<file path="src/rtl/text_writer.sv">
// Byte-stream front end for the text video memory: prints characters, handles control codes and tracks cursor/attribute.
// Optional full-screen clear sequencer is compiled in when TEXT_WRITER_CLEAR_EN is defined.
module text_writer #(
  parameter int         COLS       = 100,
  parameter int         ROWS       = 37,
  parameter int         XW         = 7,
  parameter int         YW         = 6,
  parameter logic [7:0] ATTR_RESET = 8'h07
) (
  input  logic          clk,
  input  logic          reset,
  input  logic [7:0]    in_data,
  input  logic          in_valid,
  output logic          in_ready,
  output logic          write,
  output logic [XW-1:0] xtextwrite,
  output logic [YW-1:0] ytextwrite,
  output logic [15:0]   value,
  output logic [XW-1:0] cursor_x,
  output logic [YW-1:0] cursor_y,
  output logic          busy
);

  localparam logic [XW-1:0] X_LAST = XW'(COLS - 1);
  localparam logic [YW-1:0] Y_LAST = YW'(ROWS - 1);
  localparam logic [XW-1:0] X_ZERO = {XW{1'b0}};
  localparam logic [YW-1:0] Y_ZERO = {YW{1'b0}};

  typedef enum logic [1:0] {
    S_IDLE  = 2'd0,
    S_ESC   = 2'd1,
    S_CLEAR = 2'd2
  } state_t;

  state_t        state_q, state_d;
  logic [7:0]    attr_q, attr_d;
  logic [XW-1:0] cur_x_q, cur_x_d, wr_x_q, wr_x_d;
  logic [YW-1:0] cur_y_q, cur_y_d, wr_y_q, wr_y_d;
  logic [15:0]   value_q, value_d;
  logic          write_q, write_d;
  logic          accept_s;
`ifdef TEXT_WRITER_CLEAR_EN
  logic          busy_q, busy_d;
`endif

  assign accept_s = in_valid & in_ready;

`ifdef TEXT_WRITER_CLEAR_EN
  assign in_ready = (state_q != S_CLEAR);
  assign busy     = busy_q;
`else
  assign in_ready = 1'b1;
  assign busy     = 1'b0;
`endif

  assign write      = write_q;
  assign xtextwrite = wr_x_q;
  assign ytextwrite = wr_y_q;
  assign value      = value_q;
  assign cursor_x   = cur_x_q;
  assign cursor_y   = cur_y_q;

  // Next-state decode: byte interpretation, cursor motion and clear sequencing
  always_comb begin
    state_d = state_q;
    attr_d  = attr_q;
    cur_x_d = cur_x_q;
    cur_y_d = cur_y_q;
    wr_x_d  = wr_x_q;
    wr_y_d  = wr_y_q;
    value_d = value_q;
    write_d = 1'b0;
`ifdef TEXT_WRITER_CLEAR_EN
    busy_d  = busy_q;
`endif
    case (state_q)
      S_IDLE: begin
        if (accept_s) begin
          if (in_data == 8'h1B) begin
            state_d = S_ESC;
          end else if (in_data >= 8'h20) begin
            write_d = 1'b1;
            wr_x_d  = cur_x_q;
            wr_y_d  = cur_y_q;
            value_d = {attr_q, in_data};
            if (cur_x_q == X_LAST) begin
              cur_x_d = X_ZERO;
              cur_y_d = (cur_y_q == Y_LAST) ? Y_ZERO : cur_y_q + 1'b1;
            end else begin
              cur_x_d = cur_x_q + 1'b1;
            end
          end else begin
            case (in_data)
              8'h0D: cur_x_d = X_ZERO;
              8'h0A: cur_y_d = (cur_y_q == Y_LAST) ? Y_ZERO : cur_y_q + 1'b1;
              8'h08: begin
                if (cur_x_q != X_ZERO) begin
                  cur_x_d = cur_x_q - 1'b1;
                end else if (cur_y_q != Y_ZERO) begin
                  cur_x_d = X_LAST;
                  cur_y_d = cur_y_q - 1'b1;
                end else begin
                  cur_x_d = cur_x_q;
                end
              end
              8'h0C: begin
`ifdef TEXT_WRITER_CLEAR_EN
                // First blank cell goes out on the same edge that enters CLEAR
                state_d = S_CLEAR;
                busy_d  = 1'b1;
                write_d = 1'b1;
                wr_x_d  = X_ZERO;
                wr_y_d  = Y_ZERO;
                value_d = {attr_q, 8'h20};
`else
                cur_x_d = X_ZERO;
                cur_y_d = Y_ZERO;
`endif
              end
              default: cur_x_d = cur_x_q;
            endcase
          end
        end else begin
          state_d = S_IDLE;
        end
      end
      S_ESC: begin
        if (accept_s) begin
          attr_d  = in_data;
          state_d = S_IDLE;
        end else begin
          state_d = S_ESC;
        end
      end
`ifdef TEXT_WRITER_CLEAR_EN
      S_CLEAR: begin
        if ((wr_x_q == X_LAST) && (wr_y_q == Y_LAST)) begin
          state_d = S_IDLE;
          busy_d  = 1'b0;
          cur_x_d = X_ZERO;
          cur_y_d = Y_ZERO;
        end else begin
          write_d = 1'b1;
          value_d = {attr_q, 8'h20};
          if (wr_x_q == X_LAST) begin
            wr_x_d = X_ZERO;
            wr_y_d = wr_y_q + 1'b1;
          end else begin
            wr_x_d = wr_x_q + 1'b1;
          end
        end
      end
`endif
      default: state_d = S_IDLE;
    endcase
  end

  // State, cursor, attribute and write-port registers
  always_ff @(posedge clk or posedge reset) begin
    if (reset) begin
      state_q <= S_IDLE;
      attr_q  <= ATTR_RESET;
      cur_x_q <= X_ZERO;
      cur_y_q <= Y_ZERO;
      wr_x_q  <= X_ZERO;
      wr_y_q  <= Y_ZERO;
      value_q <= 16'h0000;
      write_q <= 1'b0;
`ifdef TEXT_WRITER_CLEAR_EN
      busy_q  <= 1'b0;
`endif
    end else begin
      state_q <= state_d;
      attr_q  <= attr_d;
      cur_x_q <= cur_x_d;
      cur_y_q <= cur_y_d;
      wr_x_q  <= wr_x_d;
      wr_y_q  <= wr_y_d;
      value_q <= value_d;
      write_q <= write_d;
`ifdef TEXT_WRITER_CLEAR_EN
      busy_q  <= busy_d;
`endif
    end
  end

endmodule

</file>
<file path="config.mk">
export PLATFORM = sky130hd
export DESIGN_NAME = text_writer
export DESIGN_NICKNAME = d
export VERILOG_FILES = /design/src/rtl/text_writer.sv
export SDC_FILE = /design/constraint.sdc
export NUM_CORES = 1
export LEC_CHECK = 0
export CORE_ASPECT_RATIO = 0.9
export CORE_MARGIN = 3
export CORE_UTILIZATION = 50
export DETAILED_ROUTE_END_ITERATION = 8
export HOLD_SLACK_MARGIN = 0.03
export PLACE_DENSITY = 0.84
export SETUP_SLACK_MARGIN = 0.4
export SLEW_MARGIN = 10
export SYNTH_ARGS = -nofsm -noshare
export SYNTH_HDL_FRONTEND = slang
export SYNTH_SLANG_ARGS = --single-unit
</file>
<file path="constraint.sdc">
create_clock -name clk -period 2.42 [get_ports clk]
set_clock_uncertainty 0.2 [all_clocks]
set_input_delay 0.363 -clock clk [delete_from_list [all_inputs] [get_ports clk]]
set_output_delay 0.363 -clock clk [all_outputs]
set_load 0.05 [all_outputs]
</file>
Word-level counts from Yosys, hierarchy flattened. Cells that the tools add are included.

$lt $le $gt $ge: 1. Eq/ne operators: 13. Bitwise operators: 1. Multiplexer cells: 19. Add/subtract/negate cells: 4. Reduce and logical (&&, ||, !) cells: 10.

Operators with widths (number): equality test 8 x 4 -> 1 bit, second input constant (4); 2-to-1 mux 6 bit (5); 2-to-1 mux 7 bit (4); one-hot mux 6 bit (3 select lines) (1); one-hot mux 7 bit (2 select lines) (1); != test 3 bit, second input constant (3); equality test 8 x 5 -> 1 bit, second input constant (1); >= comparator 8 x 6 -> 1 bit, second input constant (1); adder 7 x 1 -> 7 bit, second input constant (1); equality test 7 bit, second input constant (1); AND reduction 7 bit (1); nonzero test 7 bit (1); subtractor 7 x 1 -> 7 bit, second input constant (1); adder 6 x 1 -> 6 bit, second input constant (1); equality test 6 bit, second input constant (1); nonzero test 6 bit (1); subtractor 6 x 1 -> 6 bit, second input constant (1); 2-to-1 mux 1 bit (5); AND reduction 5 bit (1); 2-to-1 mux 2 bit (2); != test 4 bit, second input constant (1); one-hot mux 2 bit (2 select lines) (1); AND reduction 4 bit (1); nonzero test 4 bit (1); 7 further kinds (7).

Input port bits: 11. Flip-flop bits (word level): 53. Output and inout bits: 45. Logic and storage cells: 56.

Longest topological paths before layout.
Depth in word-level cells: 5. Depth in mapped cells: 8. Depth with buffers taken out: 7.

Worst setup path after synthesis. No wires, ideal clock.

Path kind: reg2reg. Start: reg cur_y_q[0] (netlist: cursor_y[0]). End: reg cur_x_q[3] (netlist: cursor_x[3]). Required time: 2.087 ns. Clock period less this slack: 2.530 ns. Buffers on the path: 1. Setup slack: -0.110 ns. Setup time: 0.133 ns. Arrival: 2.197 ns. Cell stages (with the launch flop): 8. Cells stage by stage: dfrtp_1 clkinv_1 ha_1 and4_1 a311o_1 buf_2 o21ai_0 o31ai_1.

Word-level cells in the longest chain between the ends: 3.

Ends and longest elaborated chain: start: declaration (line 38) `logic [YW-1:0] cur_y_q, cur_y_d, wr_y_q, wr_y_d;`; start signal: assignment (line 176) `cur_y_q <= cur_y_d;`; nonzero test 6 bit (line 99) `end else if (cur_y_q != Y_ZERO) begin`; != test 4 bit (no source line); AND reduction 5 bit (no source line); end signal: assignment (line 175) `cur_x_q <= cur_x_d;`; end: declaration (line 37) `logic [XW-1:0] cur_x_q, cur_x_d, wr_x_q, wr_x_d;`.

No other way between the ends. A chain may end at the register's enable or synchronous reset.

Final worst setup path.
Start: reg cur_x_q[5] (netlist: cursor_x[5]). End: reg cur_y_q[5] (netlist: cursor_y[5]).

Word-level cells in the longest chain between the ends: 3. Elaborated cells on any way between the ends: 5. Classes of those cells: 3 x eq/ne; 2 x reduce/logical.

Ends and longest elaborated chain (line): equality test 7 bit or nonzero test 7 bit (tied branches) (86, 97); != test 2 x 1 -> 1 bit (no source line) or != test 3 bit (tied branches); AND reduction 7 bit (no source line) *.

Mark *: on every way between the ends. The rest lies on a longest branch, timed or not.

==> summary.md <==
| Metric | Value |
|---|---|
| Initial Utilization | `53.9%` |
| Vias | `roughly 2700` |
| Post-synth top cells | `nand2_1, dfrtp_1, nor2_1` |
| Fin crit share | `between 90% and 100%` |
| Max-Cap Viols | `0` |
| Max H-tree Level | `2` |
| Final slew viol count | `0` |
| I/O Buffers | `53` |
| Initial DRC Count | `~240` |
| Status | `complete, no violations` |
| Top cells by area, synth | `dfrtp_1, nand2_1, mux2_2, ha_1, dfstp_2` |
| Avg Vias per Cell | `around 5.9` |
| Relative slew slack | `about two thirds` |
| Crit path buf inv count | `1` |
| Cell with the most instances after synthesis | `nand2_1` |
| Mux contribution to synthesized area | `under 10%` |
| VDD IR max | `between 0.0009 and 0.001 V` |
| Hold_sp | `in_data[6]` |
| Kind of critical path | `flip-flop to flip-flop` |
| Reg2reg end | `cursor_y[5]$_DFFE_PP0P_` |
| Post-synthesis sequential area ratio | `~48%` |
| P per Cell Area | `~1300 mW/mm^2` |
| Syn avg cell area | `9.03 um^2` |
| Overflow after GRT | `0` |
| Ant. Diodes | `0` |
| Io pins | `56` |
| Crit path DAT | `2.36 ns` |
| Post-route ant nets | `0` |
| Gpl congestion | `between 0.9 and 1` |
| Critical Path Max Stage Delay | `about 0.54 ns` |
| Max clock buf depth | `2` |
| Die Span Y | `roughly 76 um` |
| Mapped Cells | `roughly 300` |
| Global Route Usage Sum | `23.7%` |
| Core Box Area | `approximately 0.005 mm^2` |
| CP max stage cell | `or4_4` |
| Synth Area in XOR/XNOR | `less than 1%` |
| Clock root cell | `clkbuf_8` |
| Total power | `approximately 4.8 mW` |
| Sink Count | `52` |
| CP Max Fanout | `6` |
| CP cell instances | `or4_4, o21a_1, o32ai_4, buf_6, a21oi_2, a41oi_1` |
| Synth Area in Compound Gates | `between 10% and 20%` |
| Final setup TNS | `0 ns` |
| Layout cells sized above 1 | `between 20% and 30%` |
| Min-Delay Path Depth | `3` |
| Simple-gate share of the synthesized area | `approximately a quarter` |
| Yosys warning count | `0` |
| Latest clock arrival within the worst-skew pair | `slightly above 0.3 ns` |
| Pleak | `1.82 nW` |
| RSZ-0062 raised after global routing | `yes` |
| R2R setup slack | `~0.075 ns` |
| Count of final hold-check violations | `0` |
| Synth top area share | `45.1%` |
| Max Fclk | `0.426 GHz` |
| WL final | `7420 um` |
| Final HPWL DP | `around 5000 um` |
| Worst setup SP type | `flip-flop` |
| # rows | `24` |
| Final Setup Violations | `0` |
| First-pass GRT wire length | `roughly 12000 um` |
| Top Family by Delay on Critical Path | `compound AO/OA/AOI/OAI gates` |
| Worst r2r src | `cursor_x[5]$_DFFE_PP0P_` |
| Min-Delay Endpoint | `value[6]$_DFFE_PP0P_` |
| Register-to-Register Path Depth | `6` |
| Req. time, crit path | `2.43 ns` |
| Pre-antenna DRT Iters | `4` |
| Average wire per standard cell | `~16 um` |
| Post-synth EDFFs | `0` |
| Cts bufs inserted | `5` |
| Initial antenna violation count | `0` |
| Synth unique cells | `a little over 50` |
| Syn_nets | `between 300 and 400` |
| Tightest Hold Check Type | `primary input to flip-flop` |
| Post-synth top flop | `dfrtp_1` |
| Mapped Area | `about 0.0027 mm^2` |
| Vias in the first global route | `2527` |
| Tightest Pin Transition | `0.513 ns` |
| Hold slack | `approximately 0.16 ns` |
| Final min period | `around 2.3 ns` |
| CTS tree | `done` |
| DRC | `0` |
| Area added between synthesis and finish | `36.0%` |
| Endpoint class of the critical path | `flip-flop` |
| Main combinational cell family by area after synthesis | `simple AND/OR/NAND/NOR gates` |
| Largest net degree at the start of global routing | `53` |
| Fill cell count | `around 390` |
| Post-route core utilization | `between 70% and 80%` |
| Yosys top cell by area | `dfrtp_1` |
| Die X-Extent | `~84 um` |
| Synth Area in Adders | `about 3.2%` |
| Seq cells post-synth | `52` |
| Post-CTS Hold Fix Bufs | `0` |
| Die area | `0.00636 mm^2` |
| # nets final | `~400` |
| Clock slew at reported path FFs | `around 0.10 ns` |
| Async S/R FF share, synth | `100%` |
-- sequential cells by signal, indices dropped and copies added, names as in the netlist --
name,cells
value,16
attr_q,8
cursor_x,7
xtextwrite,7
cursor_y,6
ytextwrite,6
state_q,1
write,1
-- final cells by class --
class	count	area, um^2	share of cell area (%)
inverters	7	26.3	0.711
flip-flops and latches	52	1310	35.5
clock buffers	5	68.8	1.86
clock inverters	3	21.3	0.575
multi-input cells	222	1340	36.3
well taps	65	81.3	2.20
repair buffers	97	846	22.9
-- stage by stage --
| step | worst slack [ns] | instance area [um^2] | std cells |
|---|---|---|---|
| 4_1_cts | 0.149 | 3650 | 449 |
| 5_1_grt | 0.0346 | 3700 | 451 |
| 3_5_place_dp | -0.288 | 3480 | 431 |
| 3_3_place_gp | -0.230 | 3480 | 431 |
| 2_1_floorplan | 0.0106 | 2730 | 301 |
| 6_report | 0.0753 | 3700 | 451 |
-- logic make-up (layout without fill, tap and decap cells) --
kind of cell               Yosys count  after routing
DFF                                 52             52
muxes                                9              9
buffers and inverters               27            112
xor gates and xnor gates             1              1
other                                2              2
adders and majority gates            7              7
and+or+nand+nor                    143            143
AOI/OAI and AO/OA                   60             60
-- report_power, final --
group / switching [mW] / total [mW] / internal (mW)
sequential: 0.237 / 1.50 / 1.27
combinational: 1.91 / 2.76 / 0.851
clock: 0.307 / 0.513 / 0.206
-- worst max path at each step --
| stage | startpoint | endpoint | slack, ns | cells past startpoint |
|---|---|---|---|---|
| 2_1_floorplan | cursor_x[5]$_DFFE_PP0P_ | cursor_y[2]$_DFFE_PP0P_ | 0.01 | 7 |
| 5_1_grt | cursor_x[0]$_DFFE_PP0P_ | cursor_y[5]$_DFFE_PP0P_ | 0.03 | 8 |
| 4_1_cts | cursor_x[4]$_DFFE_PP0P_ | cursor_y[3]$_DFFE_PP0P_ | 0.15 | 5 |
| 3_5_place_dp | in_data[0] | cursor_y[5]$_DFFE_PP0P_ | -0.29 | 6 |
| 6_report | cursor_x[5]$_DFFE_PP0P_ | cursor_y[5]$_DFFE_PP0P_ | 0.08 | 6 |
| 3_3_place_gp | in_data[0] | cursor_y[5]$_DFFE_PP0P_ | -0.23 | 6 |
-- what timing repair did --
| action | CTS | global route |
|---|---|---|
| pin swaps | 13 | 8 |
| hold endpoints to repair | 0 | 0 |
| gates cloned | 1 | 0 |
| endpoints found under the setup margin | 81 | 34 |
| setup buffers | 9 | 2 |
| resized for setup | 66 | 12 |
-- per-layer routing --
layer | vias up | share of wire [%] | routed length [um] | track usage [%]
li1 | 1211 | - | - | -
met1 | 1287 | 42 | 3150 | 32.5
met2 | 131 | 47 | 3500 | 38.1
met3 | 24 | 7.9 | 588 | 4.12
met4 | 0 | 2.5 | 184 | 8.04
met5 | - | 0 | 0 | 0
-- worst reg2reg max path, delay by kind of cell, from the launching register on --
family / cells / cell delay, ns
simple gates: 1 / 0.54
flops: 1 / 0.41
buf+inv: 1 / 0.18
compound gates: 4 / 0.92
-- placed cells by master, fill, tap and decap left out, types with 4 or more instances in the layout --
master | netlist | layout
o21ai_1 | 1 | 4
nand3_1 | 7 | 7
nor2_1 | 14 | 13
clkbuf_8 | 0 | 5
nor3_1 | 8 | 8
a22o_1 | 5 | 5
nand2_1 | 85 | 84
buf_6 | 2 | 5
nor2b_1 | 4 | 4
ha_1 | 7 | 6
o21ai_0 | 13 | 10
a21oi_1 | 13 | 11
dlymetal6s2s_1 | 0 | 4
nor3b_1 | 4 | 4
o22ai_1 | 4 | 4
dfrtp_1 | 49 | 44
mux2_2 | 8 | 8
dfrtp_2 | 0 | 5
dlygate4sd2_1 | 0 | 45
buf_4 | 3 | 38
inv_1 | 6 | 5
(Power assumes the default switching activity.)
